===== config.mk =====
export PLATFORM = sky130hd
export DESIGN_NAME = huffman_code_gen
export DESIGN_NICKNAME = d
export VERILOG_FILES = /design/src/rtl/huffman_code_gen.sv
export SDC_FILE = /design/constraint.sdc
export NUM_CORES = 1
export LEC_CHECK = 0
export BUFFER_PORTS_ARGS = -buffer_cell sky130_fd_sc_hd__buf_2
export CORE_UTILIZATION = 55
export CTS_BUF_LIST = sky130_fd_sc_hd__clkbuf_8
export DETAILED_ROUTE_END_ITERATION = 7
export PLACE_DENSITY_LB_ADDON = 0.1
export SLEW_MARGIN = 20
export SYNTH_ARGS = -nofsm -noshare
export SYNTH_HDL_FRONTEND = slang
export SYNTH_SLANG_ARGS = --single-unit

===== constraint.sdc =====
create_clock -name CLK -period 7.25 [get_ports CLK]
set_clock_uncertainty 0.1 [all_clocks]
set_input_delay 0.725 -clock CLK [delete_from_list [all_inputs] [get_ports CLK]]
set_output_delay 0.725 -clock CLK [all_outputs]
set_load 0.05 [all_outputs]

===== src/rtl/huffman_code_gen.sv =====
// Huffman code generator: walks a parent-pointer node table from each leaf to the root and
// emits one {symbol, code, length} record per leaf over a valid/ready interface.
module huffman_code_gen #(
  parameter int NUM_LEAVES = 8,
  parameter int IDX_W      = 5,
  parameter int MAX_LEN    = 15,
  localparam int LEN_W     = $clog2(MAX_LEN + 1)
) (
  input  logic               CLK,
  input  logic               RST,
  input  logic               wr_en,
  input  logic [IDX_W-1:0]   wr_addr,
  input  logic [IDX_W:0]     wr_data,
  input  logic               start,
  output logic               busy,
  output logic               code_valid,
  input  logic               code_ready,
  output logic [IDX_W-1:0]   code_sym,
  output logic [MAX_LEN-1:0] code_bits,
  output logic [LEN_W-1:0]   code_len,
  output logic               code_err,
  output logic               done
);

  localparam logic [IDX_W-1:0] ROOT_MARK = {IDX_W{1'b1}};
  localparam int               DEPTH     = 2 ** IDX_W;
  localparam logic [LEN_W-1:0] LEN_MAX   = LEN_W'(MAX_LEN);
  localparam logic [IDX_W-1:0] LAST_LEAF = IDX_W'(NUM_LEAVES - 1);

  typedef enum logic [2:0] {S_IDLE, S_INIT, S_WALK, S_EMIT, S_DONE} state_t;

  state_t               state_q;
  logic [IDX_W-1:0]     leaf_q;
  logic [IDX_W-1:0]     cur_q;
  logic [LEN_W-1:0]     len_q;
  logic [MAX_LEN-1:0]   bits_q;
  logic                 err_q;
  logic                 valid_q;
  logic                 busy_q;
  logic                 done_q;
  logic [IDX_W:0]       tbl_q [DEPTH];

  logic [IDX_W:0]       node_rd;
  logic [IDX_W-1:0]     par_rd;
  logic                 br_rd;
  logic [MAX_LEN-1:0]   bits_d;
  logic [LEN_W-1:0]     len_d;

  // Node table is register-based so that reset can clear every entry to "root".
  always_ff @(posedge CLK or posedge RST) begin
    if (RST) begin
      for (int i = 0; i < DEPTH; i++) tbl_q[i] <= {ROOT_MARK, 1'b0};
    end else if (wr_en && state_q == S_IDLE) begin
      tbl_q[wr_addr] <= wr_data;
    end
  end

  always_comb begin
    node_rd = tbl_q[cur_q];
    par_rd  = node_rd[IDX_W:1];
    br_rd   = node_rd[0];
    bits_d  = bits_q | (MAX_LEN'(br_rd) << len_q);
    len_d   = len_q + LEN_W'(1);
  end

  always_ff @(posedge CLK or posedge RST) begin
    if (RST) begin
      state_q <= S_IDLE;
      leaf_q  <= '0;
      cur_q   <= '0;
      len_q   <= '0;
      bits_q  <= '0;
      err_q   <= 1'b0;
      valid_q <= 1'b0;
      busy_q  <= 1'b0;
      done_q  <= 1'b0;
    end else begin
      done_q <= 1'b0;
      case (state_q)
        S_IDLE: begin
          if (start) begin
            state_q <= S_INIT;
            leaf_q  <= '0;
            busy_q  <= 1'b1;
          end
        end
        S_INIT: begin
          cur_q   <= leaf_q;
          len_q   <= '0;
          bits_q  <= '0;
          err_q   <= 1'b0;
          state_q <= S_WALK;
        end
        S_WALK: begin
          if (par_rd == ROOT_MARK) begin
            // A leaf that is itself the root still needs a 1-bit code.
            if (len_q == '0) len_q <= LEN_W'(1);
            valid_q <= 1'b1;
            state_q <= S_EMIT;
          end else if (len_q == LEN_MAX) begin
            err_q   <= 1'b1;
            valid_q <= 1'b1;
            state_q <= S_EMIT;
          end else begin
            bits_q <= bits_d;
            len_q  <= len_d;
            cur_q  <= par_rd;
          end
        end
        S_EMIT: begin
          if (code_ready) begin
            valid_q <= 1'b0;
            if (leaf_q == LAST_LEAF) begin
              done_q  <= 1'b1;
              state_q <= S_DONE;
            end else begin
              leaf_q  <= leaf_q + IDX_W'(1);
              state_q <= S_INIT;
            end
          end
        end
        S_DONE: begin
          busy_q  <= 1'b0;
          state_q <= S_IDLE;
        end
        default: state_q <= S_IDLE;
      endcase
    end
  end

  assign busy       = busy_q;
  assign code_valid = valid_q;
  assign code_sym   = leaf_q;
  assign code_bits  = bits_q;
  assign code_len   = len_q;
  assign code_err   = err_q;
  assign done       = done_q;

endmodule


**Yosys cells after proc, flatten, opt, wreduce, memory -nomap -nowiden**

Cells that the tools add are included.

- Register bits after elaboration: 228
- Input bits: 16
- Output and inout bits: 28
- Word-level logic and storage cells: 118

- $add $sub $neg: 2
- Order comparisons: 3
- Equality and inequality tests: 16
- Shift operators: 1
- Mux-type cells: 37
- Bitwise logic cells: 3
- Reduce and logical (&&, ||, !) cells: 15

Operator list:

| cell | number |
|---|---|
| $bwmux W192 | 1 |
| $bmux W6 S5 | 1 |
| $demux W6 S5 | 1 |
| $mux W15 | 2 |
| $pmux W15 S2 | 1 |
| $mux W5 | 5 |
| $pmux W5 S2 | 2 |
| $mux W6 | 3 |
| $mux W3 | 5 |
| $or A15 B15 Y15 | 1 |
| $reduce_and A3 Y1 | 5 |
| $shl A1 B4 Y15 | 1 |
| $ge A6 B6 Y1 const B | 2 |
| $mux W4 | 3 |
| $ne A2 B2 Y1 const B | 6 |
| $not A5 Y6 | 2 |
| $pmux W3 S4 | 1 |
| $ne A3 B3 Y1 const B | 3 |
| $mux W1 | 8 |
| $pmux W4 S2 | 1 |
| $reduce_bool A2 Y1 | 4 |
| $eq A3 B2 Y1 const B | 2 |
| $lt A6 B1 Y1 const B | 1 |
| $pmux W1 S2 | 3 |
| 12 further kinds | 13 |

**Depth between registers and ports, before layout**

Gate-level depths: netlist (run 1).

- Depth after elaboration: 9
- Depth in mapped cells: 12
- Depth with buffers taken out: 8

**Worst setup path before layout (run 1)**

OpenSTA, ideal clock, no wires.

- Path kind: flip-flop to flip-flop
- Start: register cur_q[2]
- End: register bits_q[1] (netlist: code_bits[1])
- Library setup time: 104 ps
- Arrival time: 3009 ps
- Data required time: 7046 ps
- Path slack: 4038 ps
- Cell stages (with the launch flop): 13
- Path buffers: 5
- Clock period less this slack: 3212 ps
- Path through: dfrtp_1 > buf_2 > buf_2 > buf_1 > mux4_2 > mux4_2 > mux2i_1 > or2_2 > o21ai_2 > or2_1 > buf_6 > buf_6 > o41ai_2

- Longest elaborated chain between the ends: 9
- Elaborated cells on any way between the ends: 12
- Those cells by class: 2 x eq/ne; 1 x shift; 6 x mux; 2 x bitwise; 1 x reduce/logical

RTL lines:

| what | line | RTL |
|---|---|---|
| start: declaration | 34 | `logic [IDX_W-1:0] cur_q;` |
| start signal: assignment | 88 | `cur_q <= leaf_q;` |
| start signal: assignment | 107 | `cur_q <= par_rd;` |
| $not A5 Y6 (implied by the code) * | 59 | `node_rd = tbl_q[cur_q];` |
| $bmux W6 S5 * | 59 |  |
| $mux W6 (implied by the code) * (2 in series) | 59 |  |
| $shl A1 B4 Y15 | 62 | `bits_d = bits_q \| (MAX_LEN'(br_rd) << len_q);` |
| $or A15 B15 Y15 | 62 |  |
| $mux W15 | 100 | `end else if (len_q == LEN_MAX) begin` |
| $mux W15 | 95 | `if (par_rd == ROOT_MARK) begin` |
| $pmux W15 S2 | 79 | `case (state_q)` |
| end signal: assignment | 105 | `bits_q <= bits_d;` |
| end: declaration | 36 | `logic [MAX_LEN-1:0] bits_q;` |

Mark *: on every way between the ends. The rest lies on a longest branch, timed or not. The select of a mux whose other input is x is not followed.
A chain may end at the register's enable or synchronous reset.

**Worst setup path in the final report (run 1)**

- Start: register cur_q[1]
- End: register bits_q[3] (netlist: code_bits[3])

Same word-level chain as after synthesis.

==> results_dict.tcl, run 1 <==
set metrics [dict create \
    synthXorXnorAreaFrac_pct 0 \
    endpoint_kind "flop" \
    hpwlAfterDp_um 15600 \
    required_ns 7.56 \
    synthDistinctLibCells 54 \
    hold_viol 0 \
    clk_latency_ns 0.52 \
    synth.top_cell.area_share_pct 38.7 \
    power.density_nw_per_um2 340 \
    cpMaxStageDelayCell "dfrtp_2" \
    cts_root_buffer "clkbuf_8" \
    max_freq_ghz 0.236 \
    routed_wirelength_um 24000 \
    drv_cap 0 \
    rows 51 \
    dominantRegCellSynth "dfstp_2" \
    leakage_nw 5.33 \
    fillers 1471 \
    synthCells 719 \
    synth_top_family_by_area "multiplexers" \
    layout-drive-gt1-share_pct 41.7 \
    multi_input_area_um2 4690 \
    die_h_um 143 \
    yosys.area_share.simple_pct 5.47 \
    start_util_pct 56.0 \
    post-route-min-period_ns 4.24 \
    synthArstFlopShare_pct 100 \
    ys_ff_latch 228 \
    grt-ovfl-total 0 \
    routedWlPerCell_um 22.6 \
    hold_path_class "in -> async" \
    status "complete, no violations" \
    critPathMaxFanout 29 \
    numCtsBuffers 39 \
    critPathLaunchType "flop" \
    final-seq-area_um2 5910 \
    num_vias 6379 \
    synth.yosys.seq_area_share_pct 54.3 \
    drc 0 \
    synth.largest_area_cell "dfstp_2" \
    fp.coreArea_um2 19400 \
    rsz0062_at_grt "false" \
    setup_tns_ns 0 \
    r2r.worst_path.cells 8 \
    place_congestion 0.794 \
    hold_buffers 0 \
    first_iter_violations 385 \
    rr_endpoint "code_bits[3]" \
    synthMuxAreaShare_pct 33.8 \
    slew_headroom_pct 23.5 \
    cts_sinks 228 \
    ff2ff_setup_slack_ns 3.01 \
    nNetsFinal 783 \
    synthAdderAreaFrac_pct 0.345 \
    grt_max_degree 153 \
    viasPerCell 6.02 \
    antenna_found_initial 1 \
    io_pins 44 \
    worstMarginPinSlew_ns 1.14 \
    dr.pass1.iters 4 \
    avgSynthCellArea_um2 15.1 \
    die-area_um2 20300 \
    final_common_cell "mux2_1" \
    port_buffers 43 \
    setup_viol 0 \
    grt_pass1_vias 6562 \
    fin_util_pct 62.5 \
    worstPathCellList "buf_4 > mux4_1 > mux4_2 > mux2i_1 > or4_1 > o21ai_2 > or2_1 > o41ai_1" \
    syn_nets 738 \
    max_stage_delay_ns 0.81 \
    synth_edf_count 0 \
    synth_compound_area_share_pct 3.47 \
    htreeDepth 2 \
    min_period_over_period_pct 58.4 \
    yosysWarnings 0 \
    die_w_um 143 \
    syn2layout_area_growth_pct 11.5 \
    slew_viol_final 0 \
    vdd.ir_drop.worst_mv 0.162 \
    path_class "reg -> reg" \
    cts_setup_buffers 0 \
    ant_nets 0 \
    arrival_ns 4.54 \
    syn_area_um2 10900 \
    tritoncts "yes" \
    ctsLongestPathBuffers 3 \
    cts_resized 0 \
    rr_startpoint "cur_q[1]" \
    synth_area_leaders "dfstp_2 39%, mux2_1 20%, dfrtp_1 16%" \
    track_usage_pct 25.2 \
    final_cell_mix "195 x mux2_1, 160 x dfstp_2, 66 x dfrtp_1, 51 x clkbuf_8, 50 x nand2_1" \
    grt_first_pass_wirelength_um 38000 \
    cts.clk_slew.worst_paths_ns 0.07 \
]
==> final cells by class <==
cell class              instances  area share, %
repair buffers                 50           2.38
diodes                          1         0.0207
clock inverters                20           1.35
clock buffers                  51           5.79
flip-flops and latches        228           48.8
well taps                     265           2.74
inverters                       6          0.248
multi-input cells             439           38.7
==> cell usage after synthesis (all sizes together) (3+ instances only) <==
cell	instances
mux2i	4
dfrtp	68
inv	6
nor3	9
nor2	26
mux4	60
nand2	50
mux2	198
clkbuf	28
o31ai	9
nand3	11
a21oi	8
o41ai	6
dfstp	160
buf	17
nand3b	4
nor3b	6
ha	3
nand2b	5
o21ai	12
nor2b	3
==> state kept, by name, indices dropped and copies added (netlist names) <==
| register | count |
|---|---|
| code_len | 4 |
| state_q | 3 |
| tbl_q | 192 |
| code_err | 1 |
| code_bits | 15 |
| done | 1 |
| code_sym | 5 |
| cur_q | 5 |
| busy | 1 |
| code_valid | 1 |
==> worst max path at each step <==
stage | startpoint | end | slack (ns) | cells after the start
floorplan | RST | busy | 0.44 | 1
global placement | cur_q[1] | code_bits[3] | 3.11 | 8
detailed placement | cur_q[1] | code_bits[3] | 2.99 | 8
CTS | cur_q[1] | code_bits[3] | 2.96 | 8
global route | cur_q[1] | code_bits[3] | 2.72 | 8
finish | cur_q[1] | code_bits[3] | 3.01 | 8
==> kinds of logic (layout without fill, tap and decap cells) <==
logic type,after synthesis,in the layout
muxes,262,262
DFF,228,228
and+or+nand+nor,125,125
buffers and inverters,52,127
AOI/OAI and AO/OA,49,49
adders and majority gates,3,3
other,0,1
==> metal layers <==
| metal | global-route usage, % | vias up | share of wire (%) |
|---|---|---|---|
| li1 | - | 2797 | - |
| met1 | 35.6 | 3375 | 46 |
| met2 | 38.8 | 179 | 47 |
| met3 | 6.63 | 26 | 5.9 |
| met4 | 6.40 | 2 | 1.2 |
| met5 | 0 | - | 0.054 |
==> critical path, delay by kind of cell, from the launching register on <==
family          cells  cell delay [ns]
simple gates        2             0.67
compound gates      2             0.52
buf+inv             1             0.57
mux                 3             1.44
flops               1             0.81
==> power breakdown <==
group | internal [mW] | switching, mW
logic | 0.453 | 0.555
clock network | 0.738 | 0.508
registers | 1.65 | 0.221
==> per-stage QoR <==
step	instances	power [mW]	hold WS, ns	area, um2	setup WS (ns)
2_1_floorplan	719	2.65	0.352	10900	0.442
3_3_place_gp	987	2.86	0.358	11200	3.11
3_5_place_dp	987	2.90	0.361	11200	2.99
4_1_cts	1058	4.16	0.366	12100	2.96
5_1_grt	1059	4.33	0.118	12100	2.72
6_report	1060	4.12	0.113	12100	3.01
Note: power is estimated with default switching activity, not from simulation.
==> run 2, diff against run 1 <==
ABC_AREA = 1   (was not set)
clock period = 4.3 ns   (was 7.25 ns; I/O delays follow)
==> run 2 against run 1 <==
Compared with the run above: clock power rose by 60%; first-iteration DRC count grew 85%; utilization fell by 0.86 points; sequential power rose by 72%; die area grew 2.2%; critical endpoint is now cur_q[0]; largest power group unchanged.
==> results_dict.tcl, run 2 <==
set metrics [dict create \
    layout-drive-gt1-share_pct 19.6 \
    drv_cap 0 \
    synthTopCellsByCount "516 x nand2_1, 203 x o21ai_0, 190 x nand3_1" \
    min_path_cells 3 \
    drc 0 \
    met2_usage_pct 46.6 \
    slew_viol_final 0 \
    slew_headroom_pct 24.6 \
    fp.coreArea_um2 19700 \
    use_met1_pct 39.7 \
    cts_root_buffer "clkbuf_8" \
    syn_area_um2 11100 \
    final_cell_area_um2 12100 \
    p_total_mw 7.29 \
    nNetsFinal 1423 \
    synthDistinctLibCells 33 \
    required_ns 4.56 \
    port_buffers 43 \
    status "complete, no violations" \
    grt_first_pass_wirelength_um 46700 \
    r2r.worst_path.cells 13 \
    yosysWarnings 0 \
    place_congestion 0.812 \
    dominantRegCellSynth "dfstp_2" \
    synth_edf_count 0 \
    ctsLongestPathBuffers 3 \
    start_util_pct 56.5 \
    num_vias 9402 \
    die_w_um 144 \
    hold_buffers 2 \
    die_h_um 144 \
    final_cell_mix "516 x nand2_1, 203 x o21ai_0, 190 x nand3_1, 160 x dfstp_2, 76 x inv_1" \
    rsz0062_at_grt "false" \
    rows 51 \
    synth.largest_area_cell "dfstp_2" \
    use_met3_pct 4.54 \
    htreeDepth 2 \
    setup_ws_ns 1.27 \
    path_class "reg -> reg" \
    largest_reg_flops 192 \
    grt_pass1_vias 8891 \
    top_register "tbl_q" \
    critPathMaxFanout 33 \
    power.density_nw_per_um2 603 \
    synth.top_cell.area_share_pct 37.9 \
    syn_nets 1424 \
    ant_nets 0 \
    leakage_nw 5.17 \
    io_pins 44 \
    vdd.ir_drop.worst_mv 0.289 \
    first_iter_violations 713 \
    hp-start "wr_data[5]" \
    dr.pass1.iters 5 \
    antenna_found_initial 0 \
    critPathLaunchType "flop" \
    endpoint_kind "flop" \
    ys_ff_latch 228 \
    place_area_um2 11300 \
    setup_viol 0 \
    track_usage_pct 29.0 \
    syn2layout_area_growth_pct 9.00 \
    ff2ff_setup_slack_ns 1.27 \
    rr_endpoint "cur_q[0]" \
    tritoncts "yes" \
    viasPerCell 5.53 \
    clk_latency_ns 0.54 \
    avgSynthCellArea_um2 7.91 \
    final_common_cell "nand2_1" \
    cts_resized 0 \
    place_ws_ns 1.32 \
    grt_max_degree 98 \
    grt-ovfl-total 0 \
    min_period_over_period_pct 70.4 \
    cts_sinks 228 \
    numCtsBuffers 41 \
    arrival_ns 3.29 \
    antenna_cells 0 \
    yosysMostFrequentCell "nand2_1" \
    rr_startpoint "cur_q[2]" \
    setup_tns_ns 0 \
    whs_endpoint "tbl_q[149]" \
    busiest_layer "met2" \
    synthArstFlopShare_pct 100 \
    cts.clk_slew.worst_paths_ns 0.07 \
    hold_viol 0 \
    synthCells 1405 \
    hpwlAfterDp_um 17200 \
    worstMarginPinSlew_ns 1.12 \
    synth.yosys.seq_area_share_pct 53.2 \
    die-area_um2 20800 \
    cts_setup_buffers 0 \
    routedWlPerCell_um 16.7 \
    synth_area_leaders "dfstp_2 38%, nand2_1 17%, dfrtp_1 15%" \
    hold_path_class "in -> reg" \
    max_freq_ghz 0.330 \
    post-route-min-period_ns 3.03 \
    routed_wirelength_um 28500 \
]
-- run 2: cell types whose count changed in the layout (fill, tap and decap cells not counted), moves of 45 or more --
cell     delta
o21ai_0   +199
nand3_1   +179
nand2_1   +466
mux4_2     -45
mux2_1    -195
inv_1      +60
-- run 2: cell type report --
cell class,instances,area (um2)
Tap cell,265,332
Multi-Input combinational cell,1012,4460
Timing Repair Buffer,54,328
Inverter,67,260
Clock inverter,22,90.1
Fill cell,1814,7550
Sequential cell,228,5910
Clock buffer,53,729
-- run 2: layer usage --
layer | up-vias | part of all wire (%)
li1 | 4569 | -
met1 | 4510 | 46
met2 | 273 | 46
met3 | 50 | 5.3
met4 | 0 | 2.7
met5 | - | 0
-- run 2: report_power, final --
part / leakage, nW / total [mW] / internal (mW) / switching, mW
combinational: 2.10 / 2.08 / 0.611 / 1.46
clock: 0.495 / 2.00 / 1.10 / 0.900
sequential: 2.58 / 3.22 / 2.92 / 0.301
-- run 2: worst max path at each step --
| stage | from | to | slack (ns) |
|---|---|---|---|
| CTS | cur_q[0] | code_len[3] | 1.30 |
| global placement | cur_q[0] | code_bits[10] | 1.38 |
| floorplan | RST | busy | 0.92 |
| detailed placement | cur_q[0] | code_len[3] | 1.32 |
| finish | cur_q[2] | cur_q[0] | 1.27 |
| global route | cur_q[0] | code_valid | 0.96 |
-- run 2: kinds of logic (layout without fill, tap and decap cells) --
family                   after synthesis  after routing  share of synthesized area (%)
flip-flops                           228            228                           53.2
AND/OR/NAND/NOR                      763            763                           28.4
XOR/XNOR                               2              2                          0.158
AO/OA/AOI/OAI                        244            244                           11.2
adder cells (fa/ha/maj)                3              3                          0.338
buffers and inverters                165            196                           6.67
-- run 2: per-stage QoR --
stage / hold WS [ns] / util, % / std cells
finish: 0.0435 / 61.6 / 1701
CTS: 0.0202 / 61.6 / 1701
detailed placement: 0.375 / 57.3 / 1624
floorplan: 0.353 / - / 1405
global placement: 0.366 / 57.3 / 1624
global route: 0.0572 / 61.6 / 1701
-- run 2: critical path: stages, from the launching register on --
cell	delay, ns
dfrtp_1	0.36
buf_4	0.25
inv_1	0.76
nand3_1	0.22
nand2_1	0.12
nand2_1	0.05
nand2_1	0.11
o21ai_1	0.11
nor2_1	0.17
nand3_2	0.12
nand2_4	0.13
inv_4	0.14
nand2_1	0.09
o21ai_1	0.06
